File: src/rtl/io64_uart_tx.sv
// Purpose: capture each new IO64_OUT value into a FIFO and send it as two UART bytes on TXD, low byte first.
// Latency: a value that changes before edge k is pushed at edge k, and its start bit drives TXD from edge k+1.
// Backpressure: none upstream. A change that arrives while the FIFO is full is dropped and sets the sticky OVERFLOW flag.
// Build option: define IO64_UART_TX_PARITY_EN to add an even-parity bit to each byte (8E1 instead of 8N1).
module io64_uart_tx #(
   parameter int CLK_DIV    = 16,
   parameter int FIFO_DEPTH = 4
) (
   input  logic        CLK,
   input  logic        RESET,
   input  logic [15:0] IO64_OUT,
   output logic        TXD,
   output logic        BUSY,
   output logic        OVERFLOW
);

   localparam int          AW       = $clog2(FIFO_DEPTH);
   localparam int          CNT_W    = AW + 1;
   localparam logic [15:0] DIV_LAST = 16'(CLK_DIV - 1);

   typedef enum logic [2:0] {
      ST_IDLE,
      ST_START,
      ST_DATA,
      ST_STOP
`ifdef IO64_UART_TX_PARITY_EN
      , ST_PARITY
`endif
   } state_t;

   state_t           state;
   logic [15:0]      prev;
   logic [15:0]      mem [FIFO_DEPTH];
   logic [AW-1:0]    wr_ptr;
   logic [AW-1:0]    rd_ptr;
   logic [CNT_W-1:0] count;
   logic [15:0]      hold;
   logic             hi;
   logic [15:0]      timer;
   logic [2:0]       bit_idx;
   logic [7:0]       cur_byte;
   logic             fifo_nonempty;
   logic             fifo_full;
   logic             push_req;
   logic             push_ok;
   logic             pop;
   logic             bit_end;

   assign fifo_nonempty = (count != '0);
   assign fifo_full     = (count == CNT_W'(FIFO_DEPTH));
   assign push_req      = (IO64_OUT != prev);
   // The FSM only pops while it is IDLE. A same-cycle pop frees a slot, so that push is still accepted.
   assign pop           = (state == ST_IDLE) && fifo_nonempty;
   assign push_ok       = push_req && (!fifo_full || pop);
   assign cur_byte      = hi ? hold[15:8] : hold[7:0];
   assign bit_end       = (timer == DIV_LAST);
   assign BUSY          = (state != ST_IDLE) || fifo_nonempty;

   // Change detect, FIFO pointers and sticky overflow. prev follows the input even when a push is dropped.
   always_ff @(posedge CLK) begin
      if (RESET) begin
         prev     <= 16'h0000;
         wr_ptr   <= '0;
         rd_ptr   <= '0;
         count    <= '0;
         OVERFLOW <= 1'b0;
      end else begin
         if (push_req)
            prev <= IO64_OUT;
         if (push_req && !push_ok)
            OVERFLOW <= 1'b1;
         if (push_ok)
            wr_ptr <= wr_ptr + AW'(1);
         if (pop)
            rd_ptr <= rd_ptr + AW'(1);
         count <= count + CNT_W'(push_ok) - CNT_W'(pop);
      end
   end

   // FIFO storage. Reset does not clear it, because the pointers already mark every entry as invalid.
   always_ff @(posedge CLK) begin
      if (!RESET && push_ok)
         mem[wr_ptr] <= IO64_OUT;
   end

   // Transmit FSM. TXD is registered, so it changes on the same edge as the state it belongs to.
   always_ff @(posedge CLK) begin
      if (RESET) begin
         state   <= ST_IDLE;
         TXD     <= 1'b1;
         hold    <= 16'h0000;
         hi      <= 1'b0;
         timer   <= 16'h0000;
         bit_idx <= 3'd0;
      end else begin
         case (state)
            ST_IDLE: begin
               TXD <= 1'b1;
               if (pop) begin
                  hold    <= mem[rd_ptr];
                  hi      <= 1'b0;
                  timer   <= 16'h0000;
                  bit_idx <= 3'd0;
                  TXD     <= 1'b0;
                  state   <= ST_START;
               end
            end
            ST_START: begin
               if (bit_end) begin
                  timer   <= 16'h0000;
                  bit_idx <= 3'd0;
                  TXD     <= cur_byte[0];
                  state   <= ST_DATA;
               end else begin
                  timer <= timer + 16'd1;
               end
            end
            ST_DATA: begin
               if (bit_end) begin
                  timer <= 16'h0000;
                  if (bit_idx == 3'd7) begin
`ifdef IO64_UART_TX_PARITY_EN
                     TXD   <= ^cur_byte;
                     state <= ST_PARITY;
`else
                     TXD   <= 1'b1;
                     state <= ST_STOP;
`endif
                  end else begin
                     bit_idx <= bit_idx + 3'd1;
                     TXD     <= cur_byte[bit_idx + 3'd1];
                  end
               end else begin
                  timer <= timer + 16'd1;
               end
            end
`ifdef IO64_UART_TX_PARITY_EN
            ST_PARITY: begin
               if (bit_end) begin
                  timer <= 16'h0000;
                  TXD   <= 1'b1;
                  state <= ST_STOP;
               end else begin
                  timer <= timer + 16'd1;
               end
            end
`endif
            ST_STOP: begin
               if (bit_end) begin
                  timer <= 16'h0000;
                  if (!hi) begin
                     // The high byte's start bit follows the low byte's stop bit with no gap.
                     hi    <= 1'b1;
                     TXD   <= 1'b0;
                     state <= ST_START;
                  end else begin
                     TXD   <= 1'b1;
                     state <= ST_IDLE;
                  end
               end else begin
                  timer <= timer + 16'd1;
               end
            end
            default: begin
               TXD   <= 1'b1;
               state <= ST_IDLE;
            end
         endcase
      end
   end

endmodule

File: config.mk
export PLATFORM = sky130hd
export DESIGN_NAME = io64_uart_tx
export DESIGN_NICKNAME = d
export VERILOG_FILES = /design/src/rtl/io64_uart_tx.sv
export SDC_FILE = /design/constraint.sdc
export NUM_CORES = 1
export LEC_CHECK = 0
export CORE_ASPECT_RATIO = 2
export CORE_UTILIZATION = 26
export DETAILED_ROUTE_END_ITERATION = 10
export SKIP_CTS_REPAIR_TIMING = 1
export SYNTH_ARGS = -nofsm -noshare
export SYNTH_HDL_FRONTEND = slang
export SYNTH_SLANG_ARGS = --single-unit
export TNS_END_PERCENT = 50
File: constraint.sdc
create_clock -name CLK -period 4 [get_ports CLK]
set_input_delay 0.6 -clock CLK [delete_from_list [all_inputs] [get_ports CLK]]
set_output_delay 0.6 -clock CLK [all_outputs]
set_load 0.05 [all_outputs]
### Word-level counts from Yosys, hierarchy flattened

Memories as Yosys holds them, arrays and structs flattened. A register that Yosys moved wholly into a read port is not among the register bits.
Cells that the tools add are included.

| cells by class | value |
|---|---|
| reduce and logical (&&, ||, !) cells | 22 |
| mux-type cells | 30 |
| equal/unequal tests | 13 |
| add/sub/neg operators | 6 |
| $lt $le $gt $ge | 1 |

Operators by type and width:

| operator | number |
|---|---|
| $mux 16 | 2 |
| $pmux 16 s2 | 1 |
| $mux 3 | 9 |
| $add 16x1->16 const B | 1 |
| $eq 16x4->1 const B | 1 |
| $ne 16x16->1 | 1 |
| $mux 1 | 12 |
| $ne 2x2->1 const B | 6 |
| $pmux 3 s4 | 1 |
| $reduce_and 5->1 | 2 |
| $pmux 3 s3 | 1 |
| $reduce_bool 3->1 | 3 |
| $mux 8 | 1 |
| $eq 3x2->1 const B | 2 |
| $eq 3x3->1 const B | 2 |
| $reduce_and 3->1 | 2 |
| $add 2x1->2 const B | 2 |
| $logic_and 1x1->1 | 4 |
| $lt 3x4->1 const B | 1 |
| $pmux 1 s4 | 1 |
| $reduce_and 2->1 | 2 |
| $reduce_bool 2->1 | 2 |
| $add 3x1->3 | 1 |
| $add 3x1->3 const B | 1 |
| other kinds (8) | 11 |

| word-level totals | value |
|---|---|
| bits in registers | 48 |
| memories kept | 1 |
| bits of input ports | 18 |
| word-level logic and storage cells | 83 |
| memory bits (writable) | 64 |
| output and inout bits | 3 |

Memory list:

| name | depth | bits a word | rd ports | clocked after memory_dff | wr ports | RTL line | text |
|---|---|---|---|---|---|---|---|
| mem | 4 | 16 | 1 | 1 | 1 | 33 | `logic [15:0] mem [FIFO_DEPTH];` |

### Logic depth before layout (Yosys ltp)

Gate-level depths: netlist of run 1.

| logic depth | value |
|---|---|
| depth in word-level cells | 7 |
| gate-level depth with buffers | 11 |
| gate-level depth less buffers | 10 |

### Worst setup path before layout of run 1

No wires, ideal clock.

| timing | value |
|---|---|
| path type | input to register |
| start point | in IO64_OUT[4] |
| end point | mem mem[1][0], enable pin |
| setup time | 0.413 ns |
| stages | 6 |
| data required time | 3.587 ns |
| data arrival time | 2.551 ns |
| path buffers | 1 |
| setup slack | 1.037 ns |
| cells stage by stage | xnor2_1 -> nand4_1 -> nor4_1 -> or2_2 -> buf_2 -> nor3b_1 |

| on the way | value |
|---|---|
| word-level cells in the longest chain between the ends | 5 |

RTL lines:

| element | RTL line | text |
|---|---|---|
| start, declared | 11 | `input logic [15:0] IO64_OUT,` |
| $ne 16x16->1 | 51 | `assign push_req = (IO64_OUT != prev);` |
| $logic_and 1x1->1 | 54 | `assign push_ok = push_req && (!fifo_full \|\| pop);` |
| $logic_and 1x1->1 | 82 | `if (!RESET && push_ok)` |
| $mux 1 | 82 |  |
| $mux 1 (implied by the code) | 83 | `mem[wr_ptr] <= IO64_OUT;` |
| end, declared | 33 |  |

No other way between the ends.

### Worst setup path after layout of run 1

| timing | value |
|---|---|
| start point | reg state[0] |
| end point | out BUSY |

| on the way | value |
|---|---|
| word-level cells in the longest chain between the ends | 2 |

RTL lines:

| element | RTL line | text |
|---|---|---|
| start, declared | 31 | `state_t state;` |
| start signal, assigned | 89 | `state <= ST_IDLE;` |
| start signal, assigned | 105 | `state <= ST_START;` |
| start signal, assigned | 113 | `state <= ST_DATA;` |
| $reduce_bool 3->1 | 57 | `assign BUSY = (state != ST_IDLE) \|\| fifo_nonempty;` |
| $logic_or 1x1->1 | 57 |  |
| end, declared | 13 | `output logic BUSY,` |

No other way between the ends.

==> results.sh, run 1 <==
export IMPL_ys_flop_type="edfxtp_1"
export IMPL_cts_tree="done"
export IMPL_arrival_ns=2.63
export IMPL_critical_path_endpoint_type="output pin"
export IMPL_max_clock_freq_ghz=0.3100
export IMPL_synth_edf_count=64
export IMPL_rows=73
export IMPL_cp_slowest_cell="clkdlybuf4s50_1"
export IMPL_drcViolationCount=0
export IMPL_cts_sinks=127
export IMPL_async_reset_ff_share_pct=0
export IMPL_setup_viol=0
export IMPL_drt_wl_total_mm=10.40
export IMPL_sequentialPowerShare_pct=37.5
export IMPL_cp_top_family="buffers and inverters"
export IMPL_period_share_pct=80.65
export IMPL_relSlewSlack_pct=25.43
export IMPL_cts_buffers=17
export IMPL_reg2reg_depth=10
export IMPL_die_h_um=204.2
export IMPL_pwr_share_comb_pct=25.6
export IMPL_required_ns=3.40
export IMPL_drv_slew=0
export IMPL_root_buffer="clkbuf_16"
export IMPL_n_fill_cell=2040
export IMPL_setup_slack_ns=0.7741
export IMPL_finalInstanceArea_um2=6480
export IMPL_met3_length_um=272
export IMPL_r2r_end="count[2]"
export IMPL_io_buffers=20
export IMPL_m1WireLength_mm=3.793
export IMPL_clockBufferDepth=2
export IMPL_place_congestion=0.7720
export IMPL_start_kind="flip-flop"
export IMPL_crit_path_start="state[0]"
export IMPL_final_nets=470
export IMPL_status="complete, no violations"
export IMPL_grt_antenna_before_repair=0
export IMPL_power_uw=4539
export IMPL_cp_max_fo=9
export IMPL_hold_violations=0
export IMPL_grt_max_degree=43
export IMPL_skew_ns=0.006100
export IMPL_min_path_cells=2
export IMPL_synth_avg_cell_area_um2=12.93
export IMPL_yosysSeqAreaShare_pct=59.89
export IMPL_vias_per_cell=4.477
export IMPL_regToRegSetupSlack_ns=1.16
export IMPL_die_w_um=103.1
export IMPL_dp_hpwl_mm=7.290
export IMPL_htreeDepth=4
export IMPL_crit_path_end="BUSY"
export IMPL_critPathBufInv=3
export IMPL_worst_slew_pin_slew_ns=1.112
export IMPL_ios=21
export IMPL_syn_area_um2=5315
export IMPL_cp_depth=5
export IMPL_crit_type="reg -> out"
export IMPL_rsz0062_at_grt="false"
export IMPL_grt_total_usage_pct=11.29
export IMPL_p_sw_share_pct=29.22
export IMPL_top_layer_used="met4"
export IMPL_clk_pin_slew_worst_paths_ns=0.06
export IMPL_p_switching_uw=1326
export IMPL_first_pass_iters=4
export IMPL_power_density_nw_per_um2=700.4
export IMPL_cp_cell_sequence="inv_1, ha_1, nor4b_4, inv_2, clkdlybuf4s50_1"
export IMPL_dp_slack_ns=0.4110
export IMPL_drive_above_1_share_pct=16.85
export IMPL_ys_types=47
export IMPL_syn_inst=411
export IMPL_peakVddDrop_mv=0.2838
export IMPL_critical_path_max_stage_delay_ns=0.74
export IMPL_ant_nets=0
export IMPL_worst_skew_pair_late_latency_ns=0.41
export IMPL_fin_util_pct=32.54
export IMPL_power_leakage_uw=0.002159
export IMPL_clock_power_share_pct=36.9
export IMPL_intPower_uw=3213
export IMPL_area_growth_pct=21.92
export IMPL_r2r_start="state[0]"
export IMPL_worstHoldPathType="reg -> reg"
export IMPL_synth_warnings=0
export IMPL_start_util_pct=26.69
export IMPL_wire_per_inst_um=14.59
export IMPL_min_period_ns=3.226
export IMPL_num_antenna_cells=0
export IMPL_die_area_um2=21050
export IMPL_overflow=0
export IMPL_grt_pass1_vias=3459
export IMPL_vias=3192
export IMPL_place_area_um2=5832
export IMPL_core_area_um2=19910
export IMPL_cap_viol_max_count=0
export IMPL_synth_nets=443
export IMPL_ys_ff_latch=127
export IMPL_grt_pass1_wl_mm=17.34
export IMPL_setup_tns_ns=0
export IMPL_drt_initial_drc_count=100
export IMPL_wl_met2_mm=5.930
==> cells in the mapped netlist, types with 2 or more instances <==
cell type | number | share of area [%]
inv_1 | 6 | 0.42
nor4_2 | 2 | 0.47
nor4_1 | 4 | 0.47
or2_2 | 2 | 0.24
nor2b_1 | 19 | 2.2
xnor2_1 | 22 | 3.6
edfxtp_1 | 64 | 36
nand3_1 | 7 | 0.66
a211o_1 | 2 | 0.33
nor3_1 | 5 | 0.47
nor2_1 | 27 | 1.9
nand2_1 | 41 | 2.9
buf_2 | 6 | 0.56
nand3b_1 | 3 | 0.42
nand2b_1 | 6 | 0.71
mux4_2 | 20 | 8.5
and4_1 | 2 | 0.33
ha_1 | 13 | 3.1
nor3b_1 | 5 | 0.71
dfxtp_1 | 63 | 24
nand4_1 | 12 | 1.4
xor2_1 | 12 | 2.0
mux2i_1 | 6 | 1.1
clkbuf_1 | 10 | 0.71
o21ai_0 | 7 | 0.66
a21oi_1 | 24 | 2.3
==> metal layers <==
| metal | track usage, % | vias up |
|---|---|---|
| met4 | 7.193 | 0 |
| met5 | 0 | - |
| met3 | 2.941 | 25 |
| li1 | - | 1543 |
| met2 | 21.02 | 58 |
| met1 | 10.44 | 1566 |
==> power by group through the flow <==
stage	sequential [uW]	clock, uW	combinational [uW]
floorplan	1680	0	908
global placement	1720	0	1150
detailed placement	1730	0	1180
CTS	1710	1710	1180
global route	1730	1760	1290
finish	1700	1670	1160
==> registers in the layout, indices dropped and copies added, names as in the netlist <==
register / count
rd_ptr: 2
hold: 16
OVERFLOW: 1
wr_ptr: 2
prev: 16
mem: 64
count: 3
timer: 16
TXD: 1
bit_idx: 3
hi: 1
state: 2
==> cell families (layout without fill, tap and decap cells) <==
group / count (synthesis) / in the layout / synth area share, %
compound gates: 41 / 41 / 4.685
simple gates: 142 / 142 / 14.50
buf+inv: 26 / 66 / 2.071
flops: 127 / 127 / 59.89
xor+xnor: 34 / 34 / 5.603
mux: 27 / 27 / 9.816
fa+ha+maj: 14 / 14 / 3.437
==> cells in the final DEF (no fill, tap or decap), types with 2 or more instances in the layout <==
master           count
bufinv_16            5
nand3b_1             3
nor3b_2              4
or2_2                2
o21ai_0              7
clkdlybuf4s50_1     19
xnor2_1             22
nor3_1               5
nor4_2               2
xor2_1              12
clkinv_2             2
clkbuf_1             3
a21oi_1             24
edfxtp_1            64
nand2b_1             6
and4_1               2
nand3_1              7
a211o_1              2
clkbuf_16           17
nor2_1              27
mux2i_1              6
nor4_1               4
nand4_1             12
clkinvlp_4           2
buf_4                7
clkbuf_8             2
ha_1                13
dfxtp_1             63
mux4_2              20
inv_1                6
nand2_1             41
nor2b_1             19
==> tightest hold or removal path, stage by stage, from the launching register on <==
cell     delay (ns)
dfxtp_1        0.31
inv_1          0.05
a21oi_1        0.05
==> worst min path at each step <==
stage	slack [ns]	start	to
2_1_floorplan	0.43	hold[12]	hold[12]
3_3_place_gp	0.44	hold[11]	hold[11]
3_5_place_dp	0.45	OVERFLOW	OVERFLOW
4_1_cts	0.45	OVERFLOW	OVERFLOW
5_1_grt	0.48	hold[7]	hold[7]
6_report	0.45	OVERFLOW	OVERFLOW
==> metrics by stage <==
| stage | cells | hold WS (ns) |
|---|---|---|
| floorplan | 411 | 0.4331 |
| global route | 713 | 0.4778 |
| detailed placement | 681 | 0.4476 |
| global placement | 681 | 0.4429 |
| finish | 713 | 0.4461 |
| CTS | 713 | 0.4542 |
==> layout make-up <==
class	instances	area, um^2	area share [%]
Inverter	7	26.28	0.4055
Clock buffer	22	464.2	7.164
Tap cell	262	327.8	5.059
Multi-Input combinational cell	258	2047	31.59
Timing Repair Buffer	27	247.7	3.823
Clock inverter	10	183.9	2.838
Sequential cell	127	3183	49.12
No activity file was read; power rests on OpenSTA's default activity.
==> inputs of run 2 (changes only) <==
==> constraint.sdc (replaced) <==
create_clock -name CLK -period 3.31 [get_ports CLK]
set_input_delay 0.4965 -clock CLK [delete_from_list [all_inputs] [get_ports CLK]]
set_output_delay 0.4965 -clock CLK [all_outputs]
set_load 0.05 [all_outputs]
==> run 2 against run 1 <==
Compared with the run above:
- critical path depth stayed put
- count of clock-buffer cells in the layout shrank 5
- via count increased by 1.3%
- worst setup slack lost 0.55 ns
- flip-flop and latch count unchanged
- sequential power up 21%
- hold slack improved by 0.0044 ns
- routed wire length is 0.21% higher
- largest cell class unchanged
==> results.sh, run 2 (synthesized netlist as in run 1, its figures left out) <==
export IMPL_drv_slew=0
export IMPL_status="complete, no violations"
export IMPL_root_buffer="clkbuf_16"
export IMPL_ios=21
export IMPL_final_common_cell="edfxtp_1"
export IMPL_vias=3235
export IMPL_drt_wl_total_mm=10.42
export IMPL_rows=73
export IMPL_clockBufferDepth=2
export IMPL_hold_violations=0
export IMPL_worst_skew_pair_late_latency_ns=0.41
export IMPL_htreeDepth=4
export IMPL_dp_hpwl_mm=7.382
export IMPL_setup_tns_ns=0
export IMPL_layout_common_cells="edfxtp_1 (64), dfxtp_1 (63), nand2_1 (41)"
export IMPL_relSlewSlack_pct=23.43
export IMPL_period_share_pct=93.33
export IMPL_die_area_um2=21050
export IMPL_start_kind="flip-flop"
export IMPL_drive_above_1_share_pct=18.66
export IMPL_arrival_ns=2.59
export IMPL_clk_pin_slew_worst_paths_ns=0.06
export IMPL_ant_nets=0
export IMPL_num_antenna_cells=0
export IMPL_power_leakage_uw=0.002186
export IMPL_grt_max_degree=42
export IMPL_cp_top_family="buffers and inverters"
export IMPL_cp_max_fo=9
export IMPL_cp_slowest_cell="clkdlybuf4s50_1"
export IMPL_final_nets=480
export IMPL_wire_per_inst_um=14.42
export IMPL_setup_viol=0
export IMPL_overflow=0
export IMPL_critPathBufInv=3
export IMPL_cts_buffers=17
export IMPL_critical_path_endpoint_type="output pin"
export IMPL_required_ns=2.81
export IMPL_grt_antenna_before_repair=0
export IMPL_worst_slew_pin_slew_ns=1.142
export IMPL_rsz0062_at_grt="false"
export IMPL_first_pass_iters=4
export IMPL_skew_ns=0.005735
export IMPL_power_density_nw_per_um2=827.9
export IMPL_grt_pass1_vias=3494
export IMPL_die_w_um=103.1
export IMPL_largest_reg_flops=64
export IMPL_vias_per_cell=4.474
export IMPL_io_buffers=20
export IMPL_cts_tree="done"
export IMPL_start_util_pct=26.69
export IMPL_cts_sinks=127
export IMPL_min_period_ns=3.089
export IMPL_drt_initial_drc_count=187
export IMPL_core_area_um2=19910
export IMPL_setup_slack_ns=0.2208
export IMPL_critical_path_max_stage_delay_ns=0.73
export IMPL_cp_cell_sequence="inv_1, ha_1, nor4b_4, inv_2, clkdlybuf4s50_1"
export IMPL_top_register="mem"
export IMPL_cap_viol_max_count=0
export IMPL_place_congestion=0.7766
export IMPL_die_h_um=204.2
export IMPL_area_growth_pct=22.76
export IMPL_grt_total_usage_pct=11.02
export IMPL_grt_pass1_wl_mm=17.15
export IMPL_worstHoldPathType="reg -> reg"
export IMPL_crit_type="reg -> out"
export IMPL_peakVddDrop_mv=0.3249
export IMPL_dp_slack_ns=0.1122
export IMPL_max_clock_freq_ghz=0.3237
export IMPL_drcViolationCount=0
run 2: worst paths after layout:
path	start	to	slack [ns]	depth (start not counted)
worst max register to register	state[0]	count[2]	0.65	10
worst min register to register	OVERFLOW	OVERFLOW	0.45	2
worst max-delay path	state[0]	BUSY	0.22	5
worst min-delay path	OVERFLOW	OVERFLOW	0.45	2
run 2: through the flow:
step	cells	power [uW]	area, um^2	util [%]	hold slack, ns
4_1_cts	723	5469	6525	32.77	0.4582
3_5_place_dp	691	3522	5907	29.67	0.4499
5_1_grt	723	5684	6525	32.77	0.4774
2_1_floorplan	411	3130	5315	-	0.4331
6_report	723	5402	6525	32.77	0.4505
3_3_place_gp	691	3477	5907	29.67	0.4451
run 2: power breakdown:
group | total, uW | switching [uW] | internal, uW
combinational | 1410 | 793 | 615
clock | 1930 | 679 | 1250
sequential | 2060 | 163 | 1900
total | 5400 | 1630 | 3770
run 2: worst reg2reg max path, cell delays in order, from the launching register on:
cell     delay (ns)
dfxtp_1        0.37
inv_1          0.10
ha_1           0.30
nor4b_1        0.48
or2_2          0.20
o21ai_0        0.08
ha_1           0.21
fa_1           0.39
xnor2_1        0.19
xnor2_1        0.14
nor2_1         0.06
run 2: layout make-up:
type | instances | area [um^2]
well taps | 262 | 327.8
flip-flops and latches | 127 | 3183
multi-input cells | 258 | 2047
fillers | 2038 | 13390
inverters | 7 | 26.28
repair buffers | 37 | 322.8
clock inverters | 15 | 192.7
clock buffers | 17 | 425.4
run 2: per-layer routing:
metal / up-vias / part of all wire, % / global-route usage [%]
met5: - / 0 / 0
met4: 0 / 3.4 / 6.590
met3: 23 / 3.0 / 2.497
met2: 56 / 57 / 20.64
met1: 1588 / 37 / 10.48
li1: 1568 / - / -
==> inputs of run 3 (changes only) <==
--- a/config.mk
+++ b/config.mk
@@ -8,6 +8,7 @@
 export CORE_ASPECT_RATIO = 2
 export CORE_UTILIZATION = 26
 export DETAILED_ROUTE_END_ITERATION = 10
+export RECOVER_POWER = 100
 export SKIP_CTS_REPAIR_TIMING = 1
 export SYNTH_ARGS = -nofsm -noshare
 export SYNTH_HDL_FRONTEND = slang
==> run 3 against run 2 <==
Compared with the run above:
- combinational power shrank 4%
- register-to-register slack lost 0.04 ns
- critical endpoint unchanged
- worst setup slack lost 0.021 ns
- critical path type unchanged
- sequential share of layout area grew 0.66 points
- the run now ends with max-capacitance violations, max-slew violations left
- highest routed layer unchanged
==> results.sh, run 3 (synthesized netlist as in run 1, its figures left out) <==
export IMPL_status="complete, but fails checks"
export IMPL_violations="max-capacitance violations, max-slew violations"
export IMPL_grt_met1_usage_pct=10.48
export IMPL_start_util_pct=26.69
export IMPL_setup_tns_ns=0
export IMPL_r2r_start="state[0]"
export IMPL_power_leakage_uw=0.002132
export IMPL_grt_pass1_vias=3494
export IMPL_place_congestion=0.7766
export IMPL_critical_path_endpoint_type="output pin"
export IMPL_power_density_nw_per_um2=831.5
export IMPL_grt_pass1_wl_mm=17.15
export IMPL_reg2reg_depth=10
export IMPL_cp_max_fo=9
export IMPL_grt_met3_usage_pct=2.497
export IMPL_worst_skew_pair_late_latency_ns=0.41
export IMPL_hold_violations=0
export IMPL_drv_slew=60
export IMPL_die_w_um=103.1
export IMPL_io_buffers=20
export IMPL_htreeDepth=4
export IMPL_min_period_ns=3.110
export IMPL_overflow=0
export IMPL_regToRegSetupSlack_ns=0.61
export IMPL_die_area_um2=21050
export IMPL_clockBufferDepth=2
export IMPL_num_antenna_cells=0
export IMPL_wire_per_inst_um=14.41
export IMPL_grt_max_degree=42
export IMPL_ant_nets=0
export IMPL_crit_path_start="state[0]"
export IMPL_final_common_cell="edfxtp_1"
export IMPL_ios=21
export IMPL_relSlewSlack_pct=-24.34
export IMPL_clk_pin_slew_worst_paths_ns=0.06
export IMPL_drt_initial_drc_count=156
export IMPL_first_pass_iters=4
export IMPL_r2r_end="count[2]"
export IMPL_cap_viol_max_count=2
export IMPL_cts_sinks=127
export IMPL_grt_total_usage_pct=11.02
export IMPL_skew_ns=0.005727
export IMPL_layout_common_cells="edfxtp_1 (64), dfxtp_1 (63), nand2_1 (41)"
export IMPL_gr_usage_met2_pct=20.64
export IMPL_rows=73
export IMPL_die_h_um=204.2
export IMPL_root_buffer="clkbuf_16"
export IMPL_cts_buffers=17
export IMPL_worstHoldPathType="reg -> reg"
export IMPL_drt_wl_total_mm=10.42
export IMPL_dp_slack_ns=0.1122
export IMPL_cts_tree="done"
export IMPL_crit_type="reg -> out"
export IMPL_dp_hpwl_mm=7.382
export IMPL_vias_per_cell=4.473
export IMPL_max_clock_freq_ghz=0.3215
export IMPL_final_nets=480
export IMPL_required_ns=2.81
export IMPL_start_kind="flip-flop"
export IMPL_core_area_um2=19910
export IMPL_top_usage_layer="met2"
export IMPL_worst_slew_pin_slew_ns=1.849
export IMPL_peakVddDrop_mv=0.3248
export IMPL_grt_antenna_before_repair=0
export IMPL_critical_path_max_stage_delay_ns=0.79
export IMPL_cp_cell_sequence="inv_1, ha_1, nor4b_4, inv_2, dlygate4sd3_1"
export IMPL_setup_viol=0
export IMPL_hold_worst_slack_ns=0.4469
export IMPL_period_share_pct=93.96
export IMPL_largest_reg_flops=64
export IMPL_setup_slack_ns=0.1998
export IMPL_drcViolationCount=0
export IMPL_arrival_ns=2.61
export IMPL_top_register="mem"
export IMPL_crit_path_end="BUSY"
export IMPL_area_growth_pct=21.12
export IMPL_drive_above_1_share_pct=14.53
export IMPL_n_fill_cell=2062
export IMPL_vias=3234
export IMPL_cp_slowest_cell="dlygate4sd3_1"
export IMPL_rsz0062_at_grt="false"
run 3: worst max-delay path: cells and delay by family, from the launching register on:
kind,cells,cell delay (ns)
flip-flops,1,0.33
buffers and inverters,3,1.01
AND/OR/NAND/NOR,1,0.55
adder cells (fa/ha/maj),1,0.31
run 3: final cells by class:
type,instances,area [um^2],area share [%]
Clock buffer,17,425.4,6.608
Clock inverter,15,192.7,2.993
Inverter,7,26.28,0.4082
Multi-Input combinational cell,258,2012,31.25
Sequential cell,127,3183,49.45
Tap cell,262,327.8,5.092
Timing Repair Buffer,37,270.3,4.198
run 3: worst min path at each step:
stage | cells after the start | slack (ns) | to | startpoint
6_report | 2 | 0.45 | OVERFLOW | OVERFLOW
5_1_grt | 2 | 0.48 | hold[11] | hold[11]
4_1_cts | 2 | 0.46 | hold[11] | hold[11]
3_5_place_dp | 2 | 0.45 | hold[11] | hold[11]
3_3_place_gp | 2 | 0.45 | hold[7] | hold[7]
2_1_floorplan | 2 | 0.43 | hold[12] | hold[12]
run 3: layer usage:
metal,routed length [um],up-vias
met1,3876,1599
met4,351,0
met2,5931,45
met5,0,-
li1,-,1567
met3,256,23
run 3: per-stage QoR:
step | area [um^2] | std cells | utilization [%] | power [uW]
2_1_floorplan | 5315 | 411 | - | 3130
3_3_place_gp | 5907 | 691 | 29.67 | 3477
3_5_place_dp | 5907 | 691 | 29.67 | 3522
4_1_cts | 6525 | 723 | 32.77 | 5469
5_1_grt | 6437 | 723 | 32.33 | 5640
6_report | 6437 | 723 | 32.33 | 5353
run 3: where the power goes:
group	leakage [uW]	switching, uW	internal, uW
Sequential	0.00110	160	1900
Clock	0.000288	677	1250
Combinational	0.000740	782	581
